--- config.mk ---
export PLATFORM = sky130hd
export DESIGN_NAME = open_list_ctrl_flat
export DESIGN_NICKNAME = d
export VERILOG_FILES = /design/src/rtl/open_list_pkg.sv /design/src/rtl/open_list_if.sv /design/src/rtl/free_slot_enc.sv /design/src/rtl/open_list_ctrl.sv /design/src/flat_wrapper.sv
export SDC_FILE = /design/constraint.sdc
export NUM_CORES = 1
export LEC_CHECK = 0
export BUFFER_PORTS_ARGS = -buffer_cell sky130_fd_sc_hd__buf_2
export CAP_MARGIN = 15
export CORE_MARGIN = 2
export CORE_UTILIZATION = 53
export CTS_CLUSTER_DIAMETER = 30
export CTS_CLUSTER_SIZE = 25
export DETAILED_ROUTE_END_ITERATION = 10
export GPL_TIMING_DRIVEN = 0
export PLACE_DENSITY = 0.79
export SYNTH_ARGS = -nofsm -noshare
export SYNTH_HDL_FRONTEND = slang
export SYNTH_HIERARCHICAL = 1
export SYNTH_SLANG_ARGS = --single-unit
--- constraint.sdc ---
create_clock -name clk -period 3.1 [get_ports clk]
set_input_delay 0.775 -clock clk [delete_from_list [all_inputs] [get_ports clk]]
set_output_delay 0.775 -clock clk [all_outputs]
set_load 0.01 [all_outputs]
--- src/rtl/open_list_pkg.sv ---
// Shared types for the A* open-list controller: command opcodes, FSM states
// and the response record.
package open_list_pkg;

  localparam int OL_DATA_WIDTH = 8;
  localparam int OL_ADDR_WIDTH = 4;

  typedef enum logic [1:0] {
    OP_INSERT  = 2'b00,
    OP_POP_MIN = 2'b01,
    OP_UPDATE  = 2'b10,
    OP_CLEAR   = 2'b11
  } op_e;

  typedef enum logic [2:0] {
    ST_IDLE,
    ST_INS_WR,
    ST_SCAN,
    ST_SCAN_DRAIN,
    ST_UPD_RD,
    ST_UPD_CMP,
    ST_UPD_WR,
    ST_RESP
  } state_e;

  typedef struct packed {
    logic                     ok;
    logic [OL_DATA_WIDTH-1:0] cost;
    logic [OL_ADDR_WIDTH-1:0] slot;
  } rsp_t;

endpackage

--- src/rtl/open_list_if.sv ---
// Command/response channel between the A* search FSM (master) and the
// open-list controller (slave), plus occupancy status.
interface open_list_if #(
  parameter int DATA_WIDTH = 8,
  parameter int ADDR_WIDTH = 4
) ();
  import open_list_pkg::*;

  logic                  cmd_valid;
  logic                  cmd_ready;
  op_e                   cmd_op;
  logic [DATA_WIDTH-1:0] cmd_cost;
  logic [ADDR_WIDTH-1:0] cmd_slot;
  logic                  rsp_valid;
  logic                  rsp_ok;
  logic [DATA_WIDTH-1:0] rsp_cost;
  logic [ADDR_WIDTH-1:0] rsp_slot;
  logic [ADDR_WIDTH:0]   count;
  logic                  empty;
  logic                  full;

  modport master (
    output cmd_valid, cmd_op, cmd_cost, cmd_slot,
    input  cmd_ready, rsp_valid, rsp_ok, rsp_cost, rsp_slot, count, empty, full
  );

  modport slave (
    input  cmd_valid, cmd_op, cmd_cost, cmd_slot,
    output cmd_ready, rsp_valid, rsp_ok, rsp_cost, rsp_slot, count, empty, full
  );
endinterface

--- src/rtl/free_slot_enc.sv ---
// Lowest-zero priority encoder over the slot valid bitmap; picks the slot an
// INSERT will occupy.
module free_slot_enc #(
  parameter int ADDR_WIDTH = 4
) (
  input  logic [(1<<ADDR_WIDTH)-1:0] i_valid,
  output logic [ADDR_WIDTH-1:0]      o_slot,
  output logic                       o_any_free
);
  localparam int N = 1 << ADDR_WIDTH;

  // Walking downwards lets the lowest free index win.
  always_comb begin
    o_slot     = '0;
    o_any_free = 1'b0;
    for (int i = N - 1; i >= 0; i--) begin
      if (!i_valid[i]) begin
        o_slot     = ADDR_WIDTH'(i);
        o_any_free = 1'b1;
      end
    end
  end
endmodule

--- src/rtl/open_list_ctrl.sv ---
// A* open list built on one updateQueue memory: valid bitmap + count, with
// INSERT, POP_MIN (linear scan), UPDATE (decrease-key) and CLEAR commands.
module open_list_ctrl
  import open_list_pkg::*;
#(
  parameter int DATA_WIDTH = OL_DATA_WIDTH,
  parameter int ADDR_WIDTH = OL_ADDR_WIDTH
) (
  input  logic                  clk,
  input  logic                  rst,
  open_list_if.slave            cmd_if,
  output logic [DATA_WIDTH-1:0] o_mem_data_in,
  output logic [ADDR_WIDTH-1:0] o_mem_addr,
  output logic                  o_mem_write_en,
  input  logic [DATA_WIDTH-1:0] i_mem_data_out,
  input  logic [ADDR_WIDTH-1:0] i_mem_addr_out
);
  localparam int N = 1 << ADDR_WIDTH;
  localparam logic [ADDR_WIDTH-1:0] LAST_SLOT = ADDR_WIDTH'(N - 1);
  localparam logic [ADDR_WIDTH:0]   CNT_ONE   = (ADDR_WIDTH+1)'(1);
  localparam logic [ADDR_WIDTH:0]   CNT_NM1   = (ADDR_WIDTH+1)'(N - 1);

  state_e                r_state;
  logic [N-1:0]          r_valid;
  logic [ADDR_WIDTH:0]   r_count;
  logic                  r_empty;
  logic                  r_full;
  logic                  r_cmd_ready;
  logic                  r_rsp_valid;
  logic                  r_rsp_ok;
  logic [DATA_WIDTH-1:0] r_rsp_cost;
  logic [ADDR_WIDTH-1:0] r_rsp_slot;
  logic [DATA_WIDTH-1:0] r_mem_data;
  logic [ADDR_WIDTH-1:0] r_mem_addr;
  logic                  r_mem_we;
  logic [ADDR_WIDTH-1:0] r_slot;
  logic [DATA_WIDTH-1:0] r_new_cost;
  logic [DATA_WIDTH-1:0] r_old_cost;
  logic                  r_upd_less;
  logic                  r_cmp_en;
  logic                  r_best_found;
  logic [DATA_WIDTH-1:0] r_best_cost;
  logic [ADDR_WIDTH-1:0] r_best_slot;

  logic [ADDR_WIDTH-1:0] w_free_slot;
  logic                  w_any_free;
  logic                  w_better;
  logic                  w_found;
  logic [DATA_WIDTH-1:0] w_win_cost;
  logic [ADDR_WIDTH-1:0] w_win_slot;

  free_slot_enc #(.ADDR_WIDTH(ADDR_WIDTH)) u_free_slot_enc (
    .i_valid    (r_valid),
    .o_slot     (w_free_slot),
    .o_any_free (w_any_free)
  );

  // Strict less-than keeps the earliest (lowest) slot on equal costs.
  assign w_better   = r_valid[i_mem_addr_out] &&
                      (!r_best_found || (i_mem_data_out < r_best_cost));
  assign w_found    = r_best_found || w_better;
  assign w_win_cost = w_better ? i_mem_data_out : r_best_cost;
  assign w_win_slot = w_better ? i_mem_addr_out : r_best_slot;

  always_ff @(posedge clk or posedge rst) begin
    if (rst) begin
      r_state      <= ST_IDLE;
      r_valid      <= '0;
      r_count      <= '0;
      r_empty      <= 1'b1;
      r_full       <= 1'b0;
      r_cmd_ready  <= 1'b1;
      r_rsp_valid  <= 1'b0;
      r_rsp_ok     <= 1'b0;
      r_rsp_cost   <= '0;
      r_rsp_slot   <= '0;
      r_mem_data   <= '0;
      r_mem_addr   <= '0;
      r_mem_we     <= 1'b0;
      r_slot       <= '0;
      r_new_cost   <= '0;
      r_old_cost   <= '0;
      r_upd_less   <= 1'b0;
      r_cmp_en     <= 1'b0;
      r_best_found <= 1'b0;
      r_best_cost  <= '0;
      r_best_slot  <= '0;
    end else begin
      r_rsp_valid <= 1'b0;
      case (r_state)
        ST_IDLE: begin
          if (cmd_if.cmd_valid) begin
            r_cmd_ready <= 1'b0;
            r_new_cost  <= cmd_if.cmd_cost;
            case (cmd_if.cmd_op)
              OP_INSERT: begin
                if (!w_any_free) begin
                  r_state     <= ST_RESP;
                  r_rsp_valid <= 1'b1;
                  r_rsp_ok    <= 1'b0;
                  r_rsp_cost  <= cmd_if.cmd_cost;
                  r_rsp_slot  <= '0;
                end else begin
                  r_state    <= ST_INS_WR;
                  r_slot     <= w_free_slot;
                  r_mem_addr <= w_free_slot;
                  r_mem_data <= cmd_if.cmd_cost;
                  r_mem_we   <= 1'b1;
                end
              end
              OP_POP_MIN: begin
                if (r_empty) begin
                  r_state     <= ST_RESP;
                  r_rsp_valid <= 1'b1;
                  r_rsp_ok    <= 1'b0;
                  r_rsp_cost  <= '0;
                  r_rsp_slot  <= '0;
                end else begin
                  r_state      <= ST_SCAN;
                  r_mem_addr   <= '0;
                  r_cmp_en     <= 1'b0;
                  r_best_found <= 1'b0;
                end
              end
              OP_UPDATE: begin
                if (!r_valid[cmd_if.cmd_slot]) begin
                  r_state     <= ST_RESP;
                  r_rsp_valid <= 1'b1;
                  r_rsp_ok    <= 1'b0;
                  r_rsp_cost  <= cmd_if.cmd_cost;
                  r_rsp_slot  <= cmd_if.cmd_slot;
                end else begin
                  r_state    <= ST_UPD_RD;
                  r_slot     <= cmd_if.cmd_slot;
                  r_mem_addr <= cmd_if.cmd_slot;
                end
              end
              OP_CLEAR: begin
                r_state     <= ST_RESP;
                r_valid     <= '0;
                r_count     <= '0;
                r_empty     <= 1'b1;
                r_full      <= 1'b0;
                r_rsp_valid <= 1'b1;
                r_rsp_ok    <= 1'b1;
                r_rsp_cost  <= '0;
                r_rsp_slot  <= '0;
              end
            endcase
          end
        end
        ST_INS_WR: begin
          r_mem_we         <= 1'b0;
          r_valid[r_slot]  <= 1'b1;
          r_count          <= r_count + CNT_ONE;
          r_empty          <= 1'b0;
          r_full           <= (r_count == CNT_NM1);
          r_rsp_valid      <= 1'b1;
          r_rsp_ok         <= 1'b1;
          r_rsp_cost       <= r_new_cost;
          r_rsp_slot       <= r_slot;
          r_state          <= ST_RESP;
        end
        ST_SCAN: begin
          // Read data lags the address by one cycle, so the first cycle has nothing to compare.
          r_cmp_en <= 1'b1;
          if (r_cmp_en && w_better) begin
            r_best_found <= 1'b1;
            r_best_cost  <= i_mem_data_out;
            r_best_slot  <= i_mem_addr_out;
          end
          if (r_mem_addr == LAST_SLOT) begin
            r_state <= ST_SCAN_DRAIN;
          end else begin
            r_mem_addr <= r_mem_addr + 1'b1;
          end
        end
        ST_SCAN_DRAIN: begin
          r_rsp_valid <= 1'b1;
          r_rsp_ok    <= w_found;
          r_rsp_cost  <= w_win_cost;
          r_rsp_slot  <= w_win_slot;
          if (w_found) begin
            r_valid[w_win_slot] <= 1'b0;
            r_count             <= r_count - CNT_ONE;
            r_full              <= 1'b0;
            r_empty             <= (r_count == CNT_ONE);
          end
          r_state <= ST_RESP;
        end
        ST_UPD_RD: begin
          r_state <= ST_UPD_CMP;
        end
        ST_UPD_CMP: begin
          r_old_cost <= i_mem_data_out;
          r_upd_less <= (r_new_cost < i_mem_data_out);
          r_mem_we   <= (r_new_cost < i_mem_data_out);
          r_mem_data <= r_new_cost;
          r_state    <= ST_UPD_WR;
        end
        ST_UPD_WR: begin
          r_mem_we    <= 1'b0;
          r_rsp_valid <= 1'b1;
          r_rsp_ok    <= r_upd_less;
          r_rsp_cost  <= r_upd_less ? r_new_cost : r_old_cost;
          r_rsp_slot  <= r_slot;
          r_state     <= ST_RESP;
        end
        ST_RESP: begin
          r_cmd_ready <= 1'b1;
          r_state     <= ST_IDLE;
        end
      endcase
    end
  end

  assign cmd_if.cmd_ready = r_cmd_ready;
  assign cmd_if.rsp_valid = r_rsp_valid;
  assign cmd_if.rsp_ok    = r_rsp_ok;
  assign cmd_if.rsp_cost  = r_rsp_cost;
  assign cmd_if.rsp_slot  = r_rsp_slot;
  assign cmd_if.count     = r_count;
  assign cmd_if.empty     = r_empty;
  assign cmd_if.full      = r_full;
  assign o_mem_data_in    = r_mem_data;
  assign o_mem_addr       = r_mem_addr;
  assign o_mem_write_en   = r_mem_we;
endmodule

--- src/flat_wrapper.sv ---
// flat-port wrapper written by rule: the top's interface ports become plain ports
module open_list_ctrl_flat import open_list_pkg::*;
#(
  parameter int DATA_WIDTH = OL_DATA_WIDTH,
  parameter int ADDR_WIDTH = OL_ADDR_WIDTH
)
  (clk, rst, o_mem_data_in, o_mem_addr, o_mem_write_en, i_mem_data_out, i_mem_addr_out, cmd_if_cmd_valid, cmd_if_cmd_op, cmd_if_cmd_cost, cmd_if_cmd_slot, cmd_if_cmd_ready, cmd_if_rsp_valid, cmd_if_rsp_ok, cmd_if_rsp_cost, cmd_if_rsp_slot, cmd_if_count, cmd_if_empty, cmd_if_full);
  open_list_if #(.DATA_WIDTH(DATA_WIDTH), .ADDR_WIDTH(ADDR_WIDTH)) cmd_if_i ();
  input  logic clk;
  input  logic rst;
  output logic [DATA_WIDTH-1:0] o_mem_data_in;
  output logic [ADDR_WIDTH-1:0] o_mem_addr;
  output logic o_mem_write_en;
  input  logic [DATA_WIDTH-1:0] i_mem_data_out;
  input  logic [ADDR_WIDTH-1:0] i_mem_addr_out;
  input wire logic [$bits(cmd_if_i.cmd_valid)-1:0] cmd_if_cmd_valid;
  input wire logic [$bits(cmd_if_i.cmd_op)-1:0] cmd_if_cmd_op;
  input wire logic [$bits(cmd_if_i.cmd_cost)-1:0] cmd_if_cmd_cost;
  input wire logic [$bits(cmd_if_i.cmd_slot)-1:0] cmd_if_cmd_slot;
  output wire logic [$bits(cmd_if_i.cmd_ready)-1:0] cmd_if_cmd_ready;
  output wire logic [$bits(cmd_if_i.rsp_valid)-1:0] cmd_if_rsp_valid;
  output wire logic [$bits(cmd_if_i.rsp_ok)-1:0] cmd_if_rsp_ok;
  output wire logic [$bits(cmd_if_i.rsp_cost)-1:0] cmd_if_rsp_cost;
  output wire logic [$bits(cmd_if_i.rsp_slot)-1:0] cmd_if_rsp_slot;
  output wire logic [$bits(cmd_if_i.count)-1:0] cmd_if_count;
  output wire logic [$bits(cmd_if_i.empty)-1:0] cmd_if_empty;
  output wire logic [$bits(cmd_if_i.full)-1:0] cmd_if_full;
  assign cmd_if_i.cmd_valid = cmd_if_cmd_valid;
  assign cmd_if_i.cmd_op = cmd_if_cmd_op;
  assign cmd_if_i.cmd_cost = cmd_if_cmd_cost;
  assign cmd_if_i.cmd_slot = cmd_if_cmd_slot;
  assign cmd_if_cmd_ready = cmd_if_i.cmd_ready;
  assign cmd_if_rsp_valid = cmd_if_i.rsp_valid;
  assign cmd_if_rsp_ok = cmd_if_i.rsp_ok;
  assign cmd_if_rsp_cost = cmd_if_i.rsp_cost;
  assign cmd_if_rsp_slot = cmd_if_i.rsp_slot;
  assign cmd_if_count = cmd_if_i.count;
  assign cmd_if_empty = cmd_if_i.empty;
  assign cmd_if_full = cmd_if_i.full;
  open_list_ctrl #(.DATA_WIDTH(DATA_WIDTH), .ADDR_WIDTH(ADDR_WIDTH)) u_core (.clk(clk), .rst(rst), .cmd_if(cmd_if_i), .o_mem_data_in(o_mem_data_in), .o_mem_addr(o_mem_addr), .o_mem_write_en(o_mem_write_en), .i_mem_data_out(i_mem_data_out), .i_mem_addr_out(i_mem_addr_out));
endmodule
==> impl_metrics.ini <==
[sta]
finalSetupViolations = 0
tightest_slew_ns = 0.863
hold_slack_ns = 0.364
final.period_utilization_pct = 98.3
fin_crit_ns = 3.05
slew_viol_final = 0
hold_viol = 0
fmax_ghz = 0.328
finalClockSkew_ns = 0.0120
rsz0062_at_grt = no
relSlewSlack_pct = 41.9

[cts]
clock_sinks = 89
cts_tree = built
clock_latency_ns = 0.38
cts-buffers-inserted = 9
clockRootBuffer = clkbuf_8
cts_buffer_depth = 2
clk_pin_slew_worst_paths_ns = 0.10
h-tree-depth = 3

[drt]
dr_wl_met2_um = 7020
met3WireLength_um = 1230
vias_per_cell = 6.21
vias = 5151
dr.pass1.iters = 6
routed_wl_um = 15300
drc_errors = 0
first_iter_violations = 547
routed.top_layer = met4
wl_per_cell_um = 18.4
met1Wirelength_um = 6690
final_antenna_net_count = 0

[synthesis]
async_flop_share_pct = 100
ys_ff_latch = 89
synthDominantCellAreaShare_pct = 39.9
synth.yosys.warnings = 6
yosysSeqAreaShare_pct = 40.8
synth_most_common_cell = dfrtp_1
synth_edf_count = 0
ys.flop_type = dfrtp_1
syn-cell-area_um2 = 5460
avgSynthCellArea_um2 = 8.86
yosys-top-cells-count = dfrtp_1, nand2_1, o21ai_0, nor2_1, a21oi_1
synth_area_leaders = dfrtp_1, o21ai_0, ha_1
syn_inst = 616
synth.distinct_cells = 54
yosysTopAreaCell = dfrtp_1
synthesis.nets = 668

[final_layout]
layout-drive-gt1-share_pct = 15.6
fin_util_pct = 61.0
antenna_cells = 0
layout.nets = 741
area_growth_pct = 13.2
final_cell_area_um2 = 6180

[power]
p_clk_share_pct = 14.3
leakagePower_nw = 2.78
internal-power_w = 0.00346
p_sw_share_pct = 45.3
p_per_area_nw_per_um2 = 1020
vdd_drop_max_v = 0.000492
p_seq_share_pct = 36.9
power_frac_comb_pct = 48.8
p_switching_w = 0.00287

[worst_setup_path]
reg2reg_from = u_core/r_valid[0]
slowest_stage = a222oi_1
slowest_delay_ns = 0.57
startpoint = cmd_if_cmd_slot[3]
critPathKind = primary input to register
required_ns = 3.33
worstPathMaxFanout = 8
cp.arrival_ns = 3.28
worstSetupStartpointType = primary input
crit_chain = buf_2, mux4_1, mux4_2, a211oi_4, o21ai_0, a222oi_1, a31oi_1
crit_path_end_kind = register

[grt]
grt_pass1_vias = 4733
grt.overflow.total = 0
track_usage_pct = 28.5
grt_pass1_wl_um = 24800
antenna_found_initial = 0
grt_max_degree = 64

[floorplanning]
floorplan.initialDensity_pct = 53.8
core_area_um2 = 10100
row_count = 37
dieArea_um2 = 11100
die_y_um = 105
die_w_um = 105
num_io_pins = 64

[outcome]
outcome = finished, final reports clean

[placed_design]
portBuffers = 61
dp_hpwl_um = 11300
post_dp_cell_area_um2 = 5960
gp_congestion = 0.932

[hold_path]
hold_path.class = primary input to async pin

[job]
cap_violations = 0
flip-flops by register name, indices dropped and copies added (netlist names), 3 cells and up:
signal / cells
u_core/cmd_if.count: 5
u_core/o_mem_data_in: 8
u_core/r_old_cost: 8
u_core/r_best_cost: 8
u_core/r_best_slot: 4
u_core/r_valid: 16
u_core/cmd_if.rsp_slot: 4
u_core/r_new_cost: 8
u_core/cmd_if.rsp_cost: 8
u_core/r_state: 3
u_core/r_slot: 4
u_core/o_mem_addr: 4
cell type report:
cell class                      count  area, um2
Fill cell                         907       3960
Clock buffer                       11        141
Clock inverter                      4       76.3
Timing Repair Buffer               62        333
Tap cell                          136        170
Buffer                             32        179
Sequential cell                    89       2230
Inverter                           40        153
Multi-Input combinational cell    455       2900
per-stage QoR:
stage | power [W] | TNS [ns] | setup WS, ns | cells
after global placement | 0.00523 | -95.06 | -1.04 | 813
after floorplan | 0.00434 | 0 | 0.0214 | 616
after detailed placement | 0.00536 | -5.48 | -0.245 | 814
after CTS | 0.00628 | 0 | 0.155 | 829
final | 0.00633 | 0 | 0.0517 | 829
after global routing | 0.00680 | 0 | 0.000904 | 829
cell families after synthesis:
family | count (synthesis) | synth area share (%)
xor+xnor | 1 | 0.160
compound gates | 203 | 23.3
mux | 29 | 7.45
flops | 89 | 40.8
buf+inv | 72 | 6.05
fa+ha+maj | 23 | 5.27
simple gates | 199 | 16.9
worst paths after layout:
path	to	cells after the start	slack [ns]
min in group clk	u_core/r_old_cost[1]	2	0.49
hold reg to reg	u_core/r_old_cost[1]	2	0.49
max in group asynchronous	u_core/r_slot[2]	3	2.09
hold / removal	u_core/r_upd_less	2	0.36
setup reg to reg	u_core/cmd_if.rsp_cost[5]	6	0.15
setup / recovery	u_core/cmd_if.rsp_cost[5]	7	0.05
power groups by stage:
stage / Combinational, W / Sequential [W] / Clock [W]
5_1_grt: 0.00342 / 0.00242 / 0.000966
4_1_cts: 0.00305 / 0.00231 / 0.000920
3_5_place_dp: 0.00303 / 0.00233 / 0
3_3_place_gp: 0.00293 / 0.00230 / 0
6_report: 0.00309 / 0.00233 / 0.000905
2_1_floorplan: 0.00208 / 0.00225 / 0
cell usage in the layout (no fill, tap or decap), drive strengths merged, types with 18 or more instances in the layout:
cell type  count
inv           41
ha            23
nor2          50
nand3         25
nand2         66
dfrtp         87
clkbuf        34
a21oi         43
a211oi        18
buf           69
o21ai         68
a31oi         28
metal layers:
metal,up-vias,global-route usage [%]
met5,-,0
met4,0,11.4
met3,26,5.07
met2,261,42.8
met1,2471,40.9
li1,2393,-
timing repair:
action,4_1_cts,5_1_grt
setup buffers,0,0
hold buffers,0,0
setup endpoints to repair,0,10
gates resized for setup,0,5
endpoints found under the hold margin,0,0
critical path, delay by kind of cell:
| family | cells | cell delay [ns] |
|---|---|---|
| compound gates | 4 | 1.27 |
| buf+inv | 1 | 0.14 |
| mux | 2 | 1.07 |
No activity file was read; power rests on OpenSTA's default activity.
